## config.mk

```make
export PLATFORM = sky130hd
export DESIGN_NAME = shift_seq_unit
export DESIGN_NICKNAME = d
export VERILOG_FILES = /design/src/rtl/shift_seq_unit.sv
export SDC_FILE = /design/constraint.sdc
export NUM_CORES = 1
export LEC_CHECK = 0
export BUFFER_PORTS_ARGS = -buffer_cell sky130_fd_sc_hd__buf_4
export CORE_MARGIN = 4
export CORE_UTILIZATION = 50
export CTS_CLUSTER_SIZE = 24
export DETAILED_ROUTE_END_ITERATION = 6
export PLACE_DENSITY = 0.83
export SLEW_MARGIN = 20
export SYNTH_ARGS = -nofsm -noshare
export SYNTH_HDL_FRONTEND = slang
export SYNTH_SLANG_ARGS = --single-unit
```

## constraint.sdc

```tcl
create_clock -name clk -period 2.45 [get_ports clk]
set_input_delay 0.3675 -clock clk [delete_from_list [all_inputs] [get_ports clk]]
set_output_delay 0.3675 -clock clk [all_outputs]
set_load 0.01 [all_outputs]
```

## src/rtl/shift_seq_unit.sv

```systemverilog
// shift_seq_unit: multi-cycle shifter/rotator, one bit per clock, with a registered result and done pulse.
// Revision 1.0 - initial release.
`default_nettype none

module shift_seq_unit #(
  parameter int DATA_W  = 32,
  parameter int SHAMT_W = 5
) (
  input  logic               clk,
  input  logic               reset,
  input  logic               start,
  input  logic [2:0]         op,
  input  logic [1:0]         shamt_sel,
  input  logic [DATA_W-1:0]  data_in,
  input  logic [DATA_W-1:0]  b_data,
  input  logic [DATA_W-1:0]  mem_data,
  input  logic [SHAMT_W-1:0] instr_shamt,
  output logic [DATA_W-1:0]  result,
  output logic               busy,
  output logic               done
);

  localparam logic [1:0] S_IDLE  = 2'd0;
  localparam logic [1:0] S_SHIFT = 2'd1;
  localparam logic [1:0] S_DONE  = 2'd2;

  localparam logic [2:0] OP_SLL = 3'd0;
  localparam logic [2:0] OP_SRL = 3'd1;
  localparam logic [2:0] OP_SRA = 3'd2;
  localparam logic [2:0] OP_ROL = 3'd3;
  localparam logic [2:0] OP_ROR = 3'd4;

  logic [1:0]         state_q,  state_d;
  logic [SHAMT_W-1:0] cnt_q,    cnt_d;
  logic [DATA_W-1:0]  work_q,   work_d;
  logic [2:0]         op_q,     op_d;
  logic [DATA_W-1:0]  result_q, result_d;
  logic               done_q,   done_d;
  logic [SHAMT_W-1:0] amt;

  // Upper amount bits are architecturally don't-care.
  logic unused_upper;
  assign unused_upper = ^{b_data[DATA_W-1:SHAMT_W], mem_data[DATA_W-1:SHAMT_W]};

  always_comb begin
    amt = '0;
    case (shamt_sel)
      2'b00:   amt = b_data[SHAMT_W-1:0];
      2'b01:   amt = mem_data[SHAMT_W-1:0];
      2'b10:   amt = instr_shamt;
      default: amt = '0;
    endcase
  end

  function automatic logic [DATA_W-1:0] step1(input logic [2:0] o, input logic [DATA_W-1:0] v);
    case (o)
      OP_SLL:  step1 = {v[DATA_W-2:0], 1'b0};
      OP_SRL:  step1 = {1'b0, v[DATA_W-1:1]};
      OP_SRA:  step1 = {v[DATA_W-1], v[DATA_W-1:1]};
      OP_ROL:  step1 = {v[DATA_W-2:0], v[DATA_W-1]};
      OP_ROR:  step1 = {v[0], v[DATA_W-1:1]};
      default: step1 = v;
    endcase
  endfunction

  always_comb begin
    state_d  = state_q;
    cnt_d    = cnt_q;
    work_d   = work_q;
    op_d     = op_q;
    result_d = result_q;
    done_d   = 1'b0;
    case (state_q)
      S_IDLE: begin
        if (start) begin
          op_d   = op;
          work_d = data_in;
          cnt_d  = amt;
          // Zero amount and pass-through ops complete without any shift steps.
          if (amt == '0 || op > OP_ROR) begin
            state_d  = S_DONE;
            result_d = data_in;
            done_d   = 1'b1;
          end else begin
            state_d = S_SHIFT;
          end
        end
      end
      S_SHIFT: begin
        work_d = step1(op_q, work_q);
        cnt_d  = cnt_q - SHAMT_W'(1);
        if (cnt_q == SHAMT_W'(1)) begin
          state_d  = S_DONE;
          result_d = work_d;
          done_d   = 1'b1;
        end
      end
      S_DONE:  state_d = S_IDLE;
      default: state_d = S_IDLE;
    endcase
  end

  always_ff @(posedge clk) begin
    if (reset) begin
      state_q  <= S_IDLE;
      cnt_q    <= '0;
      work_q   <= '0;
      op_q     <= '0;
      result_q <= '0;
      done_q   <= 1'b0;
    end else begin
      state_q  <= state_d;
      cnt_q    <= cnt_d;
      work_q   <= work_d;
      op_q     <= op_d;
      result_q <= result_d;
      done_q   <= done_d;
    end
  end

  assign result = result_q;
  assign done   = done_q;
  assign busy   = (state_q == S_SHIFT) || (state_q == S_DONE);

endmodule

`default_nettype wire

```

# == After elaboration in Yosys (flattened, before gate mapping) ==
# Cells that the tools add are included.
# word_totals
regBits,75
elab_cells,49
output_inout_bits,34
# op_classes
order_cmp,1
eq_ne,12
reduce_logical,11
muxes,18
n_addsub,1
# op_table
operator,count
$pmux W32 S5,1
$mux W32,4
$pmux W32 S2,2
$pmux W5 S3,1
$pmux W5 S2,1
$eq A3 B2 Y1 const B,2
$mux W2,3
$ne A2 B2 Y1 const B,3
$reduce_and A2 Y1,3
$eq A5 B1 Y1 const B,1
$logic_not A5 Y1,1
$mux W5,1
$sub A5 B1 Y5 const B,1
$eq A2 B1 Y1 const B,2
$eq A2 B2 Y1 const B,2
$logic_not A2 Y1,2
$pmux W2 S2,1
$reduce_and A4 Y1,1
$eq A3 B1 Y1 const B,1
$eq A3 B3 Y1 const B,1
$gt A3 B3 Y1 const B,1
$logic_not A3 Y1,1
$mux W1,3
$logic_or A1 B1 Y1,2
2 further kinds,2

# == Logic depth before layout (Yosys ltp) ==
# Gate-level depths: netlist of the first run.
# logic_depth
depth_word,7
mapped_depth,9
mapped_depth_nobuf,7

# == Worst setup path after synthesis of the first run ==
# No wires, ideal clock.
# synth_path
path_type,reg-to-reg
from,reg state_q[0]
to,reg result_q[4] (netlist: result[4])
stages_incl_launch_ff,10
path_buffers,2
required_time_ps,2329
arrival_ps,1888
setup_slack_ps,441
path_cell_list,dfxtp_1 > inv_1 > ha_1 > buf_2 > mux2_4 > o21ai_2 > nor3_2 > a21oi_4 > buf_6 > mux2_2
# synth_via
elab_chain_cells,3
# synth_rtl
item,line,source
from (decl),33,"logic [1:0] state_q, state_d;"
from (signal assigned),112,state_q <= state_d;
$eq A2 B1 Y1 / $logic_not A2 Y1 (equally long branches),73,case (state_q)
$ne A2 B2 Y1 (no source line) / $reduce_bool A2 Y1 (equally long branches),--,
$reduce_and A4 Y1 (no source line),--,
to (signal assigned),116,result_q <= result_d;
to (decl),37,"logic [DATA_W-1:0] result_q, result_d;"
# Parallel ways exist; a longest one is shown, timed or not.
# A chain may end at the register's enable or synchronous reset.

# == Worst setup path in the final report of the first run ==
# layout_path
from,reg state_q[1]
to,reg result_q[22] (netlist: result[22])
# Same word-level chain as after synthesis.

==> results of run 1 <==
==> through the flow <==
| stage | hold WS (ns) | std cells | utilization |
|---|---|---|---|
| floorplan | 0.4450 | 613 | - |
| global placement | 0.4573 | 795 | 0.5894 |
| detailed placement | 0.4705 | 795 | 0.5894 |
| CTS | 0.3169 | 810 | 0.6179 |
| global route | 0.3113 | 810 | 0.6179 |
| finish | 0.3218 | 810 | 0.6179 |
==> Yosys cell counts, drive strengths merged, types with 2 or more instances <==
library cell	n
o211ai	33
or3	2
nand2b	9
a21oi	14
mux2i	9
a32oi	28
dfxtp	75
a221oi	26
nand3b	5
o22ai	2
nand3	5
o31ai	2
a211oi	29
clkbuf	33
inv	36
ha	4
a21boi	2
nor2b	59
nor3b	28
mux2	29
and2	2
nor3	4
o21ai	36
nand2	25
a31oi	4
buf	29
a21o	3
o2bb2ai	5
nor2	64
o221a	4
==> area by class of cell <==
type                       count  area, um^2
multi-input combinational    440        3045
sequential                    75        1504
fill                         841        3717
timing repair buffer         111       883.3
inverter                      36       135.1
clock inverter                 5       150.1
tap                          133       166.4
clock buffer                  10       127.6
==> cell families (layout without fill, tap and decap cells) <==
kind of cell	Yosys count	count (layout)	share of synthesized area
AOI/OAI and AO/OA	192	192	0.2841
xor gates and xnor gates	1	1	0.003263
adders and majority gates	4	4	0.01004
buffers and inverters	98	162	0.08883
DFF	75	75	0.3011
muxes	38	38	0.08432
and+or+nand+nor	205	205	0.2284
==> how the worst min path moves through the flow <==
stage	from	end	depth (start not counted)
finish	op[0]	op_q[0]	3
global route	op[2]	op_q[2]	3
CTS	op[2]	op_q[2]	3
detailed placement	result[10]	result[10]	2
global placement	cnt_q[1]	cnt_q[1]	2
floorplan	cnt_q[1]	cnt_q[1]	2
==> critical path, stage by stage (launching register included) <==
cell	delay (ns)
dfxtp_1	0.32
inv_1	0.08
ha_1	0.34
mux2_4	0.35
o21ai_2	0.09
nor3_2	0.09
a21oi_4	0.17
buf_12	0.23
mux2_2	0.36
==> power breakdown <==
group | switching (mW) | internal [mW]
clock | 0.449 | 0.878
combinational | 0.903 | 0.749
sequential | 0.197 | 1.43
total | 1.55 | 3.06
==> registers in the layout (all words and copies together) (netlist names) <==
register,flops
result,32
cnt_q,5
state_q,2
done,1
work_q,32
op_q,3
==> metal layers <==
metal  track usage  wire, um  vias to the layer above
li1              -         -                     2357
met1        0.3139      5766                     2334
met5             0         0                        -
met3       0.04799       847                       25
met4       0.07665       273                        0
met2        0.3579      6215                      199
==> results.txt, run 1 <==
Status: complete, no violations
Die X: 107.9 um
Vias in the first global route: 4558
Clock Pin Slew Worst Setup and Hold Paths: 0.07 ns
Beginning of the critical path: state_q[1]
FF+latch count, synth: 75
Largest net degree at the start of global routing: 67
Setup violations, final: 0
Syn-to-layout area delta: 20.58%
Total CTS buffers: 9
Routed length per instance: 16.18 um
CP Capture Type: flop
Worst EP arrival: 2.39 ns
Initial Utilization: 0.5125
Register-to-register setup slack: 0.29 ns
Sequential area share after synthesis: 0.3011
Period utilization: 0.8803
Mapped Cells: 613
Via/cell ratio: 6.068
Die height: 107.9 um
Drt total wl: 13100 um
Final Hold Fails: 0
Antenna diode count: 0
Pwr Total: 4.611 mW
Leak Pwr: 2.361 nW
Die area: 11630 um^2
# Post-CTS Setup Buffers: 0
Post-synth top area share: 0.3011
Final Max Slew Viols: 0
Worst min path class: input pin to flop
Worst Path Class, Setup: flop to flop
Clock Skew: 0.006877 ns
Ys flop type: dfxtp_1
Synth cell types: 52
GRT Overall Usage: 0.2291
Final worst slack: 0.2934 ns
Total power per unit cell area: 767.0 nW/um^2
Buffers on Ports: 88
CP Max Fanout: 32
TNS Setup: 0 ns
Required @ worst endpoint: 2.69 ns
Mapped Area: 4986 um^2
FFs w/ async S/R, synth: 0
Layout net count: 786
CTS root buffer: clkbuf_8
Site row count: 36
# IOs: 143
Clk buf depth: 2
Highest-count cells in the layout ignoring fill and taps: buf_4, dfxtp_1, nor2_1, nor2b_1, inv_1
Worst relative slew slack: 0.5534
CTS resizes: 0
Syn Area/Cell: 8.134 um^2
TritonCTS clock tree: built
Worst flop-to-flop path endpoint: result[22]
Top cells by area, synth: dfxtp_1, nor2b_1, mux2_2, o211ai_1, a32oi_1
Placed Area: 5734 um^2
Layout cells sized above 1: 0.2496
Number of enable flip-flop cells after synthesis: 0
FMAX: 463.7 MHz
Post-synth top area cell: dfxtp_1
Worst setup endpoint: result[22]
RePlAce Congestion: 0.8244
R2r startpoint: state_q[1]
Initial antenna violation count: 0
Synthesized net count: 726
Initial drt markers: 331
RSZ-0062 raised after global routing: false
Place WS: 0.3075 ns
Post-detail-place hpwl: 9022 um
Remaining DRCs: 0
DRT Pass-1 Iters: 6
Gr ovfl total: 0
Synth warn: 0
Routed via count: 4915
Clock latency on the worst-skew pair: 0.35 ns
Maxcap violations: 0
R2r worst-path depth: 8
CTS Sinks: 75
Hold buffers post-CTS: 0
Core area: 9729 um^2
Slew @ Worst Pin: 0.6699 ns
VDD IR max: 387.3 uV
First-pass GRT wire length: 22000 um
Startpoint types: flop
Design area: 6012 um^2
Commonest non-fill, non-tap cell in the layout: buf_4
ANT nets after route: 0
CTS HTree Levels: 3
Fin crit period: 2.157 ns
No activity file was read; power rests on OpenSTA's default activity.
==> run 2, diff against run 1 <==
--- a/config.mk
+++ b/config.mk
@@ -6,7 +6,7 @@
 export NUM_CORES = 1
 export LEC_CHECK = 0
 export BUFFER_PORTS_ARGS = -buffer_cell sky130_fd_sc_hd__buf_4
-export CORE_MARGIN = 4
+export CORE_MARGIN = 3
 export CORE_UTILIZATION = 50
 export CTS_CLUSTER_SIZE = 24
 export DETAILED_ROUTE_END_ITERATION = 6
==> results.txt, run 2 (synthesized netlist as in run 1, its figures left out) <==
Fin crit period: 2.271 ns
GRT met3 Usage: 0.04164
Clk buf depth: 2
TNS Setup: 0 ns
Placed Area: 5712 um^2
Hold buffers post-CTS: 0
Layout net count: 787
Initial drt markers: 471
Remaining DRCs: 0
Layout cells sized above 1: 0.2474
DRT Pass-1 Iters: 5
First-pass GRT wire length: 20950 um
Routed length per instance: 15.60 um
Gr ovfl total: 0
Leak Pwr: 2.296 nW
Routed via count: 4873
Worst path slowest cell: dfxtp_1
Status: complete, no violations
Design area: 5866 um^2
Vias in the first global route: 4470
# IOs: 143
Slew @ Worst Pin: 0.7584 ns
CTS Sinks: 75
R2r worst-path depth: 6
VDD IR max: 375.0 uV
Initial antenna violation count: 0
Hold path cells: 3
Start point of the worst min-delay path: op[2]
Worst path max stage delay: 0.82 ns
Syn-to-layout area delta: 17.64%
Buffers on Ports: 88
Total power per unit cell area: 691.6 nW/um^2
ANT nets after route: 0
Site row count: 35
CP Max Fanout: 20
Post-detail-place hpwl: 8801 um
Final Hold Fails: 0
Drt total wl: 12600 um
Die height: 105.9 um
Period utilization: 0.9270
Highest-count cells in the layout ignoring fill and taps: buf_4, dfxtp_1, nor2_1, nor2b_1, inv_1
Clock latency on the worst-skew pair: 0.35 ns
Filler cells: 835
Pwr Total: 4.057 mW
TritonCTS clock tree: built
Maxcap violations: 0
Die X: 105.9 um
Clock Pin Slew Worst Setup and Hold Paths: 0.08 ns
GRT Overall Usage: 0.2229
Initial Utilization: 0.5271
Commonest non-fill, non-tap cell in the layout: buf_4
Hold EP: op_q[2]
Worst relative slew slack: 0.4937
R2r startpoint: op_q[1]
Startpoint types: flop
Final Max Slew Viols: 0
Required @ worst endpoint: 2.69 ns
Worst flop-to-flop path endpoint: result[14]
Via/cell ratio: 6.031
CP Capture Type: flop
Register-to-register setup slack: 0.18 ns
Core area: 9459 um^2
CTS root buffer: clkbuf_8
# Post-CTS Setup Buffers: 0
Worst Path Class, Setup: flop to flop
Busiest grt layer: met2
RSZ-0062 raised after global routing: false
FMAX: 440.3 MHz
Largest net degree at the start of global routing: 67
Total CTS buffers: 9
Antenna diode count: 0
Die area: 11210 um^2
RePlAce Congestion: 0.8942
CTS resizes: 0
Setup violations, final: 0
Worst EP arrival: 2.51 ns
CTS HTree Levels: 3
Clock Skew: 0.009646 ns
Worst min path class: input pin to flop
Met1 usage: 0.2874
Met2 global-route usage: 0.3711
Cells along the critical path: buf_4, nor3b_1, o21ai_0, a32oi_1, nor2_1, mux2_1
-- run 2: cell count changes in the layout (fill, tap and decap cells not counted) --
| cell | change |
|---|---|
| buf_12 | -2 |
| bufinv_16 | -5 |
| buf_4 | +3 |
| clkinv_2 | +3 |
| clkbuf_1 | +3 |
-- run 2: critical path, delay by kind of cell, from the launching register on --
family	cells	cell delay (ns)
buf+inv	1	0.31
compound gates	2	0.47
simple gates	2	0.27
flops	1	0.82
mux	1	0.29
-- run 2: final cells by class --
cell class,instances,area [um^2],share of cell area
Clock buffer,13,138.9,0.02368
Clock inverter,3,15.01,0.002560
Inverter,36,135.1,0.02304
Multi-Input combinational cell,440,3045,0.5192
Sequential cell,75,1504,0.2564
Tap cell,129,161.4,0.02752
Timing Repair Buffer,112,865.8,0.1476
-- run 2: how the worst max path moves through the flow --
stage | start | endpoint | slack (ns)
6_report | op_q[1] | result[14] | 0.18
5_1_grt | op_q[1] | result[15] | 0.08
4_1_cts | op_q[1] | result[14] | 0.26
2_1_floorplan | state_q[0] | result[4] | 0.44
3_5_place_dp | op_q[1] | result[14] | 0.26
3_3_place_gp | state_q[1] | result[23] | 0.35
-- run 2: through the flow --
stage / cells / setup WS (ns) / utilization / hold WS (ns)
after global placement: 792 / 0.3487 / 0.6038 / 0.4567
after global routing: 808 / 0.07867 / 0.6201 / 0.3237
after floorplan: 613 / 0.4412 / - / 0.4450
final: 808 / 0.1788 / 0.6201 / 0.3179
after detailed placement: 792 / 0.2626 / 0.6038 / 0.4720
after CTS: 808 / 0.2557 / 0.6201 / 0.3035
-- run 2: power by group --
group          internal (mW)  switching (mW)
clock network          0.365           0.440
registers               1.43           0.202
logic                  0.735           0.881
-- run 2: per-layer routing --
metal | vias up | share of wire
li1 | 2372 | -
met1 | 2257 | 0.43
met2 | 221 | 0.48
met3 | 23 | 0.066
met4 | 0 | 0.020
met5 | - | 0
==> run 3, diff against run 2 <==
==> constraint.sdc (replaced) <==
create_clock -name clk -period 2.6 [get_ports clk]
set_input_delay 0.39 -clock clk [delete_from_list [all_inputs] [get_ports clk]]
set_output_delay 0.39 -clock clk [all_outputs]
set_load 0.01 [all_outputs]
==> results.txt, run 3 (synthesized netlist as in run 1, its figures left out) <==
CP bufs+invs: 3
Total CTS buffers: 9
Worst Path Class, Setup: flop to flop
R2r startpoint: state_q[1]
Period utilization: 0.8565
Worst path max stage delay: 0.37 ns
Worst min path class: input pin to flop
Gr ovfl total: 0
CTS resizes: 0
Clock Skew: 0.01580 ns
Initial Utilization: 0.5271
Maxcap violations: 0
Critical path's most frequent cell: buf_4
Highest-count cells in the layout ignoring fill and taps: buf_4, dfxtp_1, nor2_1, nor2b_1, inv_1
Setup violations, final: 0
RSZ-0062 raised after global routing: false
CP Capture Type: flop
Routed via count: 4876
Largest delay share family, worst path: multiplexers
Combinational power share: 0.366
GRT Overall Usage: 0.2328
Via/cell ratio: 6.035
Required @ worst endpoint: 2.84 ns
Leak Pwr: 2.334 nW
Drt total wl: 13220 um
Worst EP arrival: 2.46 ns
Startpoint types: flop
Multi-input logic area: 3045 um^2
Layout cells sized above 1: 0.2518
Cells along the critical path: inv_1, ha_1, buf_4, mux2_4, o21ai_2, a21oi_1, a21oi_4, buf_4, mux2_2
CTS Sinks: 75
Worst path slowest cell: mux2_2
Fin crit period: 2.227 ns
Slew @ Worst Pin: 0.7197 ns
CTS root buffer: clkbuf_8
Clock latency on the worst-skew pair: 0.36 ns
Remaining DRCs: 0
Layout net count: 787
FMAX: 449.0 MHz
R2r worst-path depth: 9
ANT nets after route: 0
Largest net degree at the start of global routing: 67
Commonest non-fill, non-tap cell in the layout: buf_4
CP Max Fanout: 17
Vias in the first global route: 4486
Hold path cells: 3
Core Util, Final: 0.6280
Hold buffers post-CTS: 0
Final Hold Fails: 0
Design area: 5941 um^2
RePlAce Congestion: 0.8904
# IOs: 143
Die height: 105.9 um
Final worst slack: 0.3730 ns
Routed length per instance: 16.36 um
Worst relative slew slack: 0.5192
Initial drt markers: 525
Switching part of the total power: 0.3532
Clock Pin Slew Worst Setup and Hold Paths: 0.08 ns
Total power per unit cell area: 702.9 nW/um^2
Start point of the worst min-delay path: op[2]
Worst flop-to-flop path endpoint: result[16]
Antenna diode count: 0
TNS Setup: 0 ns
Total net switching power: 1.475 mW
Syn-to-layout area delta: 19.15%
TritonCTS clock tree: built
# Post-CTS Setup Buffers: 0
Final Max Slew Viols: 0
Site row count: 35
DRT Pass-1 Iters: 6
Placed Area: 5699 um^2
Status: complete, no violations
Hold EP: op_q[2]
Reg area: 1504 um^2
Buffers on Ports: 88
Register-to-register setup slack: 0.37 ns
First-pass GRT wire length: 21600 um
Core area: 9459 um^2
Initial antenna violation count: 0
Die X: 105.9 um
Clk buf depth: 2
Filler cells: 838
Internal: 2.701 mW
Clock share of power: 0.265
VDD IR max: 337.2 uV
Register share of total power: 0.369
Post-detail-place hpwl: 9017 um
CTS HTree Levels: 3
Place WS: 0.4096 ns
Die area: 11210 um^2
run 3: worst max-delay path by stage:
stage                from    endpoint  depth (start not counted)
6_report       state_q[1]  result[16]                          9
5_1_grt           op_q[1]   result[9]                          6
4_1_cts        state_q[1]  result[16]                          9
3_5_place_dp   state_q[1]  result[16]                          9
3_3_place_gp   state_q[1]  result[24]                          9
2_1_floorplan  state_q[0]   result[4]                          9
run 3: layout make-up:
class	instances	share of cell area
flip-flops and latches	75	0.2532
clock buffers	11	0.02380
well taps	129	0.02717
multi-input cells	440	0.5126
inverters	36	0.02275
repair buffers	112	0.1436
clock inverters	5	0.01685
run 3: layer usage:
metal  wire, um  global-route usage  vias up
met1       5636              0.3138     2306
met5          0                   0        -
li1           -                   -     2359
met4        246             0.09251        0
met3        863             0.02878       16
met2       6473              0.3784      195
run 3: power by group through the flow:
stage | registers, mW | clock network (mW) | logic (mW)
2_1_floorplan | 1.55 | 0 | 1.08
3_3_place_gp | 1.55 | 0 | 1.47
3_5_place_dp | 1.56 | 0 | 1.51
4_1_cts | 1.54 | 1.13 | 1.52
5_1_grt | 1.57 | 1.17 | 1.69
6_report | 1.54 | 1.11 | 1.53
run 3: worst reg2reg max path, delay by kind of cell (launching register included):
kind / cells / cell delay (ns)
compound gates: 3 / 0.36
fa+ha+maj: 1 / 0.22
buf+inv: 3 / 0.53
flops: 1 / 0.34
mux: 2 / 0.66
run 3: through the flow:
step,cells,hold WS [ns],total power [mW]
after floorplan,613,0.4450,2.623
after global placement,792,0.4591,3.013
after detailed placement,792,0.4730,3.070
after CTS,808,0.3058,4.185
after global routing,808,0.3257,4.423
final,808,0.3177,4.176
